File: src/rtl/eth_gt_rx_link_watchdog.sv
// rtl/eth_gt_rx_link_watchdog.sv - GT RX link supervisor: lock debounce, timed datapath reset, status counters
module eth_gt_rx_link_watchdog #(
  parameter int unsigned LOCK_TIMEOUT = 125000,
  parameter int unsigned UP_HOLD      = 1250,
  parameter int unsigned PULSE_LEN    = 16,
  parameter int unsigned CNT_W        = 8
) (
  input  logic             clk_125mhz_int,
  input  logic             gt_tx_reset,
  input  logic             watchdog_en,
  input  logic             rx_block_lock,
  input  logic             gt_reset_rx_done,
  input  logic             gt_powergood,
  output logic             rx_datapath_reset,
  output logic             link_up,
  output logic [CNT_W-1:0] retry_count,
  output logic [CNT_W-1:0] link_down_count,
  output logic [2:0]       state_dbg
);

  typedef enum logic [2:0] {
    WAIT_DONE = 3'd0,
    WAIT_LOCK = 3'd1,
    LINK_UP   = 3'd2,
    RST_PULSE = 3'd3,
    WAIT_RST  = 3'd4
  } state_t;

  localparam int                HOLD_W       = $clog2(UP_HOLD + 1);
  localparam logic [31:0]       TIMEOUT_LAST = 32'(LOCK_TIMEOUT - 1);
  localparam logic [31:0]       PULSE_LAST   = 32'(PULSE_LEN - 1);
  localparam logic [HOLD_W-1:0] HOLD_DONE    = HOLD_W'(UP_HOLD);

  logic [1:0]        lock_ff, done_ff, pgood_ff;
  logic              lock_s, done_s, pgood_s;
  state_t            state, state_nxt;
  logic [31:0]       timer, timer_nxt;
  logic [HOLD_W-1:0] hold, hold_nxt;
  logic              retry_inc, down_inc;

  always_ff @(posedge clk_125mhz_int or posedge gt_tx_reset) begin
    if (gt_tx_reset) begin
      lock_ff  <= '0;
      done_ff  <= '0;
      pgood_ff <= '0;
    end else begin
      lock_ff  <= {lock_ff[0], rx_block_lock};
      done_ff  <= {done_ff[0], gt_reset_rx_done};
      pgood_ff <= {pgood_ff[0], gt_powergood};
    end
  end

  assign lock_s  = lock_ff[1];
  assign done_s  = done_ff[1];
  assign pgood_s = pgood_ff[1];

  always_comb begin
    state_nxt = state;
    retry_inc = 1'b0;
    down_inc  = 1'b0;
    unique case (state)
      WAIT_DONE: if (done_s && pgood_s) state_nxt = WAIT_LOCK;
      WAIT_LOCK: begin
        // hold counts completed synced-lock cycles; link is declared on the next locked one
        if (!done_s || !pgood_s) begin
          state_nxt = WAIT_DONE;
        end else if (lock_s && hold == HOLD_DONE) begin
          state_nxt = LINK_UP;
        end else if (watchdog_en && timer == TIMEOUT_LAST) begin
          state_nxt = RST_PULSE;
          retry_inc = 1'b1;
        end
      end
      LINK_UP: begin
        if (!lock_s || !done_s) begin
          state_nxt = WAIT_LOCK;
          down_inc  = 1'b1;
        end
      end
      RST_PULSE: if (timer == PULSE_LAST) state_nxt = WAIT_RST;
      WAIT_RST: begin
        if (done_s) begin
          state_nxt = WAIT_LOCK;
        end else if (timer == TIMEOUT_LAST) begin
          state_nxt = RST_PULSE;
          retry_inc = 1'b1;
        end
      end
      default: state_nxt = WAIT_DONE;
    endcase

    if (state_nxt != state || (state == WAIT_LOCK && !watchdog_en)) timer_nxt = '0;
    else                                                            timer_nxt = timer + 32'd1;

    hold_nxt = (state == WAIT_LOCK && state_nxt == WAIT_LOCK && lock_s) ? hold + 1'b1 : '0;
  end

  always_ff @(posedge clk_125mhz_int or posedge gt_tx_reset) begin
    if (gt_tx_reset) begin
      state             <= WAIT_DONE;
      timer             <= '0;
      hold              <= '0;
      link_up           <= 1'b0;
      rx_datapath_reset <= 1'b0;
      retry_count       <= '0;
      link_down_count   <= '0;
    end else begin
      state             <= state_nxt;
      timer             <= timer_nxt;
      hold              <= hold_nxt;
      link_up           <= (state_nxt == LINK_UP);
      rx_datapath_reset <= (state_nxt == RST_PULSE);
      if (retry_inc && retry_count != '1)    retry_count     <= retry_count + 1'b1;
      if (down_inc && link_down_count != '1) link_down_count <= link_down_count + 1'b1;
    end
  end

  assign state_dbg = state;

endmodule
File: config.mk
export PLATFORM = sky130hd
export DESIGN_NAME = eth_gt_rx_link_watchdog
export DESIGN_NICKNAME = d
export VERILOG_FILES = /design/src/rtl/eth_gt_rx_link_watchdog.sv
export SDC_FILE = /design/constraint.sdc
export NUM_CORES = 1
export LEC_CHECK = 0
export ABC_AREA = 1
export BUFFER_PORTS_ARGS = -buffer_cell sky130_fd_sc_hd__buf_4
export CAP_MARGIN = 15
export CORE_MARGIN = 4
export CORE_UTILIZATION = 61
export DETAILED_ROUTE_END_ITERATION = 7
export PLACE_DENSITY_LB_ADDON = 0.3
export SLEW_MARGIN = 20
export SYNTH_ARGS = -nofsm -noshare
export SYNTH_HDL_FRONTEND = slang
export SYNTH_SLANG_ARGS = --single-unit
File: constraint.sdc
create_clock -name clk_125mhz_int -period 2.45 [get_ports clk_125mhz_int]
set_input_delay 0.245 -clock clk_125mhz_int [delete_from_list [all_inputs] [get_ports clk_125mhz_int]]
set_output_delay 0.245 -clock clk_125mhz_int [all_outputs]
set_load 0.1 [all_outputs]
# ---- Word level (Yosys, flattened, before mapping)
# Index checks and enable logic that the tools add are counted.
dict set report word_totals {
  register_bits 70
  in_bits 6
  output_inout_bits 21
  elab_cells 62
}
dict set report op_classes {
  addsub 4
  eq_ne 13
  muxes 19
  reduce_logical 16
}
# cell n
set ops {}
lappend ops {{$add A32 B1 Y32 const B} 1}
lappend ops {{$eq A32 B17 Y1 const B} 1}
lappend ops {{$eq A32 B4 Y1 const B} 1}
lappend ops {{$mux W32} 1}
lappend ops {{$mux W3} 8}
lappend ops {{$add A8 B1 Y8 const B} 2}
lappend ops {{$ne A8 B8 Y1 const B} 2}
lappend ops {{$pmux W3 S5} 1}
lappend ops {{$eq A3 B2 Y1 const B} 4}
lappend ops {{$add A11 B1 Y11 const B} 1}
lappend ops {{$eq A11 B11 Y1 const B} 1}
lappend ops {{$mux W11} 1}
lappend ops {{$logic_and A1 B1 Y1} 8}
lappend ops {{$mux W1} 7}
lappend ops {{$eq A3 B1 Y1 const B} 2}
lappend ops {{$logic_not A1 Y1} 4}
lappend ops {{$eq A3 B3 Y1 const B} 1}
lappend ops {{$logic_not A3 Y1} 1}
lappend ops {{$logic_or A1 B1 Y1} 3}
lappend ops {{$ne A3 B3 Y1} 1}
lappend ops {{$pmux W1 S2} 1}

# ---- Depth between registers and ports, before layout
# Gate-level depths: netlist of run 1.
dict set report logic_depth {
  ltp_word 10
  ltp_mapped 14
}

# ---- Worst setup path after synthesis of run 1
# OpenSTA, ideal clock, no wires.
dict set report synth_path {
  path_type {register to register}
  from {register state[1] (netlist: state_dbg[1])}
  to {register link_down_count[7]}
  t_arrival_ns 2.212
  t_required_ns 2.288
  slack_ns 0.076
  path_stages_with_launch 9
  path_buffers 0
  period_less_slack_ns 2.374
  cell_sequence {dfrtp_1 inv_1 nor3_1 nand2_1 o21bai_1 nor2_1 nand3_1 nor2_1 xor2_1}
}
dict set report synth_via {
  elab_chain_cells 3
}
# item line
set synth_rtl {}
lappend synth_rtl {{start, declared} 36} ;# state_t state, state_nxt;
lappend synth_rtl {{start signal, assigned} 108} ;# state <= state_nxt;
lappend synth_rtl {{$eq A3 B2 Y1} 61} ;# unique case (state)
lappend synth_rtl {{$mux W1} 61}
lappend synth_rtl {{$logic_and A1 B1 Y1} 114} ;# if (down_inc && link_down_count != '1) link_down_count <= link_down_count + 1'b1;
lappend synth_rtl {{end signal, assigned} 114}
lappend synth_rtl {{end, declared} 17} ;# output logic [CNT_W-1:0] link_down_count,
# No other way between the ends.
# A chain may end at the register's enable or synchronous reset.

# ---- Final worst setup path of run 1
dict set report layout_path {
  from {register timer[21]}
  to {register timer[18]}
}
dict set report layout_via {
  elab_chain_cells 9
  word_cells_on_any_way 13
  cone_classes {3 x eq/ne; 8 x mux; 2 x reduce/logical}
}
# item line
set layout_rtl {}
lappend layout_rtl {{start, declared} 37} ;# logic [31:0] timer, timer_nxt;
lappend layout_rtl {{start signal, assigned} 109} ;# timer <= timer_nxt;
lappend layout_rtl {{$eq A32 B17 Y1} {69, 84}}
lappend layout_rtl {{$logic_and A1 B1 Y1} 69} ;# end else if (watchdog_en && timer == TIMEOUT_LAST) begin
lappend layout_rtl {{$mux W3} 69}
lappend layout_rtl {{$mux W3} 67} ;# end else if (lock_s && hold == HOLD_DONE) begin
lappend layout_rtl {{$mux W3} 65} ;# if (!done_s || !pgood_s) begin
lappend layout_rtl {{$pmux W3 S5 *} 61}
lappend layout_rtl {{via state_nxt[1]} 36}
lappend layout_rtl {{$ne A3 B3 Y1 *} 92} ;# if (state_nxt != state || (state == WAIT_LOCK && !watchdog_en)) timer_nxt = '0;
lappend layout_rtl {{$logic_or A1 B1 Y1 *} 92}
lappend layout_rtl {{$mux W32 *} 92}
lappend layout_rtl {{via timer_nxt[18]} 37}
# The timed path passes the listed nets; every way through them passes the cells marked *.

==> results.md, run 1 <==
* Maximum clock rate at 456.0 MHz
* Number of hold buffers added after CTS at 4
* Layout cells sized above 1 at 0.1945
* Vias in the first global route at 3,127
* Setup violations, final at 0
* Max VDD drop at 0.4257 mV
* Initial Util at 0.6283
* Cell Rows at 29
* Hold Path Class: flip-flop to flip-flop
* Antenna cell count at 0
* Final Hold Fails at 0
* Synth Register Bits at 70
* Pwr dens at 534.3 nW/um2
* Clock Sinks at 70
* Detailed Place HPWL at 5.869 mm
* CP max FO at 14
* Synthesized cell area at 4013 um2
* ANT nets after route at 0
* Buffers added on ports at 26
* Grt total ovfl at 0
* Outcome: completed
* Actual slew at the worst max-slew pin at 0.5979 ns
* Clk_lat worst skew at 0.34 ns
* Largest area contributor in the netlist: dfrtp_1
* Final period util at 0.8950
* Core area at 6386 um2
* Final WL at 7.994 mm
* DR iter-0 viols at 179
* Area grow syn2layout at 13.22%
* Synth unique cells at 27
* Fin crit period at 2.193 ns
* CTS tree: yes
* Post-Synthesis Mean Instance Area at 8.592 um2
* Total Power at 2.428 mW
* Largest net degree at the start of global routing at 44
* Fin nets at 516
* GR Util All Layers at 0.2245
* Clk root buf: clkbuf_8
* Drt pass-1 iters at 5
* Req. time, crit path at 2.68 ns
* Placement Setup Slack at 0.2638 ns
* Via count at 3,161
* Max-slew violations at 0
* Relative slew margins at 0.6008
* Static leakage power at 1.994 nW
* Global-route wire length before repair at 13.84 mm
* Sequential fraction of the synthesis area at 0.4365
* GP Congestion at 0.9576
* DR DRC count at 0
* RSZ-0062 raised after global routing: false
* H-tree depth at 3
* Initial antenna violation count at 0
* Setup TNS at 0 ns
* Setup ws final at 0.2572 ns
* Drt wl/cell at 13.64 um
* Post-Syn Instances at 467
* Setup Skew at 0.008974 ns
* Synth warnings at 0
* Area share of the largest cell type after synthesis at 0.4365
* Post_cts resized at 0
* Arr. time, crit path at 2.42 ns
* CTS max path bufs at 2
* Critical Path Sink Type: flip-flop
* Max cap viols at 0
* Synth area leaders: dfrtp_1, nand2_1, nor3_2
* Ratio of routed vias to standard cells at 5.394
* Io pins at 27
* CP Class: flip-flop to flip-flop
* Mapped Nets at 478
* Total CTS buffers at 9
* Die width at 89.11 um
* Die area at 7940 um2
* Reg clk slew, reported paths at 0.07 ns
* CP startpoint kind: flip-flop
* Postcts setup bufs at 0
* Die Y at 89.11 um
[cells in the mapped netlist]
cell type	number
buf_6	7
dfrtp_1	70
nor2_2	3
nand2_1	89
nor3_1	23
o22ai_1	1
a31oi_1	2
nor4_1	3
o21ai_0	3
o21bai_1	1
nor2_1	71
o21ai_1	1
ha_1	5
xnor2_1	16
mux2_2	1
and2_1	1
nand3_1	25
nor3_2	33
nand4_1	14
nand2_2	8
inv_1	47
nor2_4	3
xor2_1	33
nand3_2	3
buf_4	2
nand3_4	1
nand3b_1	1
[cell type report]
cell class                      instances  area (um2)
Inverter                               47       176.4
Sequential cell                        70        1752
Multi-Input combinational cell        341        1991
Clock inverter                          3       67.56
Timing Repair Buffer                   36       305.3
Clock buffer                           12       155.1
Tap cell                               77       96.34
Fill cell                             512        1843
[registers in the layout (all words and copies together), names as in the netlist]
signal             count
retry_count            8
rx_datapath_reset      1
state_dbg              3
link_down_count        8
done_ff                2
link_up                1
pgood_ff               2
timer                 32
lock_ff                2
hold                  11
[worst max-delay path, cell delays in order (launching register included)]
cell     delay [ns]
dfrtp_1        0.49
nor2_4         0.12
nand2_1        0.10
nor2_1         0.13
nand2_1        0.11
inv_1          0.10
nand3_1        0.11
nand2_1        0.08
nand2_1        0.09
nand2_2        0.10
nand2_1        0.08
nand3_4        0.21
buf_4          0.28
nor3_2         0.06
[where the power goes]
group          internal, mW  total [mW]  leakage (nW)  switching [mW]
logic                0.0654       0.187         0.936           0.121
registers              1.18        1.21         0.950          0.0261
clock network         0.624        1.03         0.109           0.409
total                  1.87        2.43          1.99           0.556
[cell usage in the layout (no fill, tap or decap), types with 2 or more instances in the layout]
cell type      count
a31oi_1            2
buf_12             2
buf_4             30
bufinv_16          2
clkbuf_8          11
dfrtp_1           70
dlygate4sd3_1      4
ha_1               5
inv_1             46
nand2_1           89
nand2_2            8
nand3_1           25
nand3_2            3
nand4_1           14
nor2_1            71
nor2_2             3
nor2_4             3
nor3_1            23
nor3_2            33
nor4_1             3
o21ai_0            3
xnor2_1           16
xor2_1            33
[stage by stage]
stage,area (um2),instances,util,hold WS [ns]
6_report,4543,586,0.7114,0.3531
5_1_grt,4543,586,0.7114,0.3607
4_1_cts,4543,586,0.7114,0.3547
3_5_place_dp,4280,567,0.6703,0.3380
3_3_place_gp,4280,567,0.6703,0.3459
2_1_floorplan,4013,467,-,0.2764
[kinds of logic after synthesis]
kind of cell / share of synthesized area
AOI/OAI and AO/OA: 0.01154
adders and majority gates: 0.01559
xor gates and xnor gates: 0.1070
and+or+nand+nor: 0.3592
buffers and inverters: 0.06735
DFF: 0.4365
muxes: 0.002806
[layer usage]
layer  vias to the layer above  part of all wire  GRT usage  routed length [um]
met1                      1483              0.43     0.2785                3465
li1                       1577                 -          -                   -
met5                         -                 0          0                   0
met3                        21             0.048    0.04424                 385
met4                         0             0.025     0.1042                 202
met2                        80              0.49     0.3771                3941
[path summary, 6_finish.rpt]
check                                     startpoint                          to  slack (ns)  cells after the start
worst max register to register   timer[21]$_DFF_PP0_         timer[18]$_DFF_PP0_        0.26                     13
worst min register to register  done_ff[0]$_DFF_PP0_        done_ff[1]$_DFF_PP0_        0.35                      0
worst min-delay path            done_ff[0]$_DFF_PP0_        done_ff[1]$_DFF_PP0_        0.35                      0
min in group asynchronous                gt_tx_reset  retry_count[4]$_DFFE_PP0P_        0.53                      3
max in group asynchronous                gt_tx_reset         timer[20]$_DFF_PP0_        1.28                      4
worst max-delay path             timer[21]$_DFF_PP0_         timer[18]$_DFF_PP0_        0.26                     13
Power figures use the tool's default switching activity.
==> run 2, diff against run 1 <==
- ABC_AREA: 1 -> 0
- CORE_UTILIZATION: 61 -> 60
==> run 2 against run 1 <==
Sequential power hardly changed. Fmax down 4.1%. Sequential share of layout area up 2.6 points. Final cell count fell by 20%. Hold slack lost 0.29 ns. Critical path type unchanged. Clock-buffer cell count shrank 2. Area after synthesis is 7.4% lower. Synthesized cell count shrank 23%. Total power fell by 1.6%.
==> results.md, run 2 <==
* Outcome: completed
* Setup ws final at 0.1626 ns (-0.09457 ns)
* Regs by FF count: timer (32), hold (11)
* Synthesized cell area at 3716 um2 (-7.4%)
* Synth area leaders: dfrtp_1, xnor2_1, nor4_1
* Cell with the most instances after synthesis: dfrtp_1
* GR Util All Layers at 0.2293 (+0.004731)
* Mapped Nets at 369 (-23%)
* Initial antenna violation count at 0 (unchanged)
* Layout cells sized above 1 at 0.1970 (+0.002471)
* Synth Flop Type: dfrtp_1
* Finished Cell Area at 4273 um2 (-5.9%)
* Final Hold Fails at 0 (unchanged)
* Sequential fraction of the synthesis area at 0.4714 (+0.03484)
* Actual slew at the worst max-slew pin at 0.8276 ns (+0.2297 ns)
* Postcts setup bufs at 0 (unchanged)
* Max-slew violations at 0 (unchanged)
* Max VDD drop at 0.5229 mV (+23%)
* Worst hold margin at 0.06495 ns (-0.2882 ns)
* Synth warnings at 0 (unchanged)
* Vias in the first global route at 2,847 (-9.0%)
* Post-synth EDFFs at 0 (unchanged)
* Clock power share at 0.436 (+0.011)
* Final period util at 0.9336 (+0.03860)
* Met2 WL at 3.685 mm (-6.5%)
* Initial Util at 0.6239 (-0.004381)
* Antenna cell count at 0 (unchanged)
* Commonest non-fill, non-tap cell in the layout: dfrtp_1
* DR DRC count at 0 (unchanged)
* RSZ-0062 raised after global routing: false
* Net Switching at 0.5641 mW (+1.4%)
* Met3 wire length at 411 um (+6.8%)
* Drt wl/cell at 17.05 um (+25%)
* Io pins at 27 (unchanged)
* Synth Register Bits at 70 (unchanged)
* Clk root buf: clkbuf_8
* Combinational fraction of design power at 0.063 (-0.014)
* GP Congestion at 0.8316 (-13%)
* Area grow syn2layout at 14.98%
* Crit-path max cell delay at 0.52 ns (+0.03 ns)
* Placed Area at 4020 um2 (-6.1%)
* Largest net degree at the start of global routing at 42 (-4.5%)
* Arr. time, crit path at 2.53 ns (+0.11 ns)
* CTS tree: yes
* Sequential power share at 0.501 (+0.003)
* Switching Share at 0.2361 (+0.006903)
* Static leakage power at 1.748 nW (-12%)
* Synth unique cells at 56 (+110%)
* Max cap viols at 0 (unchanged)
* Die Y at 86.70 um (-2.7%)
* Drt pass-1 iters at 5 (unchanged)
* Fin crit period at 2.287 ns (+0.09457 ns)
* Post-Syn Instances at 358 (-23%)
* Pwr dens at 559.3 nW/um2 (+4.7%)
* Cell Rows at 28 (-3.4%)
* Core area at 5956 um2 (-6.7%)
* Clk_lat worst skew at 0.35 ns (about the same)
* Clock Sinks at 70 (unchanged)
* Grt total ovfl at 0 (unchanged)
* Slowest cell on crit path: a311oi_1
* CTS max path bufs at 2 (unchanged)
* Fin nets at 402 (-22%)
* ANT nets after route at 0 (unchanged)
* Die width at 86.70 um (-2.7%)
* Setup violations, final at 0 (unchanged)
* Metal-1 WL at 3.716 mm (+7.2%)
* Crit-path cells: ha_1 -> and2_1 -> a311oi_1 -> nand4_4 -> or2_4 -> mux2_4
* Most common library cells after synthesis: dfrtp_1, nor4_1, xnor2_1
* Post-synthesis async set-or-reset flop share at 1.000 (unchanged)
* Final Core Density at 0.7174 (+0.006034)
* DR iter-0 viols at 100 (-44%)
* Buffers added on ports at 26 (unchanged)
* Final WL at 8.032 mm (+0.48%)
* H-tree depth at 3 (unchanged)
* Post-Synthesis Mean Instance Area at 10.38 um2 (+21%)
* Area share of the largest cell type after synthesis at 0.4714 (+0.03484)
* Reg clk slew, reported paths at 0.08 ns (about the same)
* Detailed Place HPWL at 5.375 mm (-8.4%)
* Most flops, register: timer
* Hold Path Class: input port to async pin
* Internal power at 1.826 mW (-2.4%)
* Total CTS buffers at 9 (unchanged)
* Setup Skew at 0.007678 ns (-0.001296 ns)
* Via count at 2,944 (-6.9%)
* Largest area contributor in the netlist: dfrtp_1
* Ratio of routed vias to standard cells at 6.251 (+16%)
* Max Used Layer: met4
* Critical Path Sink Type: flip-flop
* CP startpoint kind: flip-flop
* Req. time, crit path at 2.69 ns (about the same)
* Most frequent cells in the layout: dfrtp_1, nor4_1, buf_4
* CP max FO at 7 (-7)
* Setup TNS at 0 ns (unchanged)
* Max reg flops at 32 (unchanged)
* CP Class: flip-flop to flip-flop
* Die area at 7517 um2 (-5.3%)
* Relative slew margins at 0.4475 (-0.1533)
* Maximum clock rate at 437.2 MHz (-4.1%)
* Placement Setup Slack at 0.2148 ns (-0.04904 ns)
* Global-route wire length before repair at 13.52 mm (-2.3%)
[run 2: area by class of cell]
type                       instances  area, um2
inverter                          12      45.04
multi-input combinational        256       1807
fill                             422       1683
sequential                        70       1757
timing repair buffer              42      347.8
clock inverter                     6      85.08
tap                               75      93.84
clock buffer                      10      137.6
[run 2: repair_timing]
action | 4_1_cts | 5_1_grt
gates resized for setup | 0 | 0
endpoints found under the hold margin | 3 | 0
hold buffers | 3 | 0
setup endpoints to repair | 0 | 0
[run 2: layer usage]
layer  vias up  global-route usage
met4         0              0.1261
met5         -                   0
met1      1425              0.3174
met2       107              0.3380
met3        26             0.04658
li1       1386                   -
[run 2: power groups by stage]
stage | Combinational, mW | Sequential (mW) | Clock (mW)
2_1_floorplan | 0.101 | 1.22 | 0
3_3_place_gp | 0.144 | 1.22 | 0
3_5_place_dp | 0.148 | 1.22 | 0
4_1_cts | 0.152 | 1.20 | 1.06
5_1_grt | 0.166 | 1.20 | 1.11
6_report | 0.151 | 1.20 | 1.04
[run 2: path summary, 6_finish.rpt]
check,startpoint,endpoint,slack (ns),cells after the start
setup / recovery,retry_count[0]$_DFFE_PP0P_,retry_count[1]$_DFFE_PP0P_,0.16,6
max in group asynchronous,gt_tx_reset,timer[23]$_DFF_PP0_,1.70,3
setup reg to reg,retry_count[0]$_DFFE_PP0P_,retry_count[1]$_DFFE_PP0P_,0.16,6
hold reg to reg,done_ff[0]$_DFF_PP0_,done_ff[1]$_DFF_PP0_,0.35,0
min in group clk_125mhz_int,done_ff[0]$_DFF_PP0_,done_ff[1]$_DFF_PP0_,0.35,0
hold / removal,gt_tx_reset,retry_count[2]$_DFFE_PP0P_,0.06,2
[run 2: through the flow]
stage | std cells | power [mW]
after floorplan | 358 | 1.322
after global placement | 452 | 1.362
after detailed placement | 452 | 1.366
after CTS | 471 | 2.409
after global routing | 471 | 2.472
final | 471 | 2.390
[run 2: worst max-delay path, delay by kind of cell (launching register included)]
kind                     cells  cell delay [ns]
AO/OA/AOI/OAI                1             0.52
adder cells (fa/ha/maj)      1             0.21
flip-flops                   1             0.44
multiplexers                 1             0.30
AND/OR/NAND/NOR              3             0.72
[run 2: logic make-up (layout without fill, tap and decap cells)]
kind of cell,count (synthesis),in the layout,synth area share
and+or+nand+nor,175,175,0.2855
DFF,70,70,0.4714
xor gates and xnor gates,54,54,0.1273
buffers and inverters,32,70,0.04242
AOI/OAI and AO/OA,20,20,0.04950
adders and majority gates,5,5,0.01684
muxes,2,2,0.007069
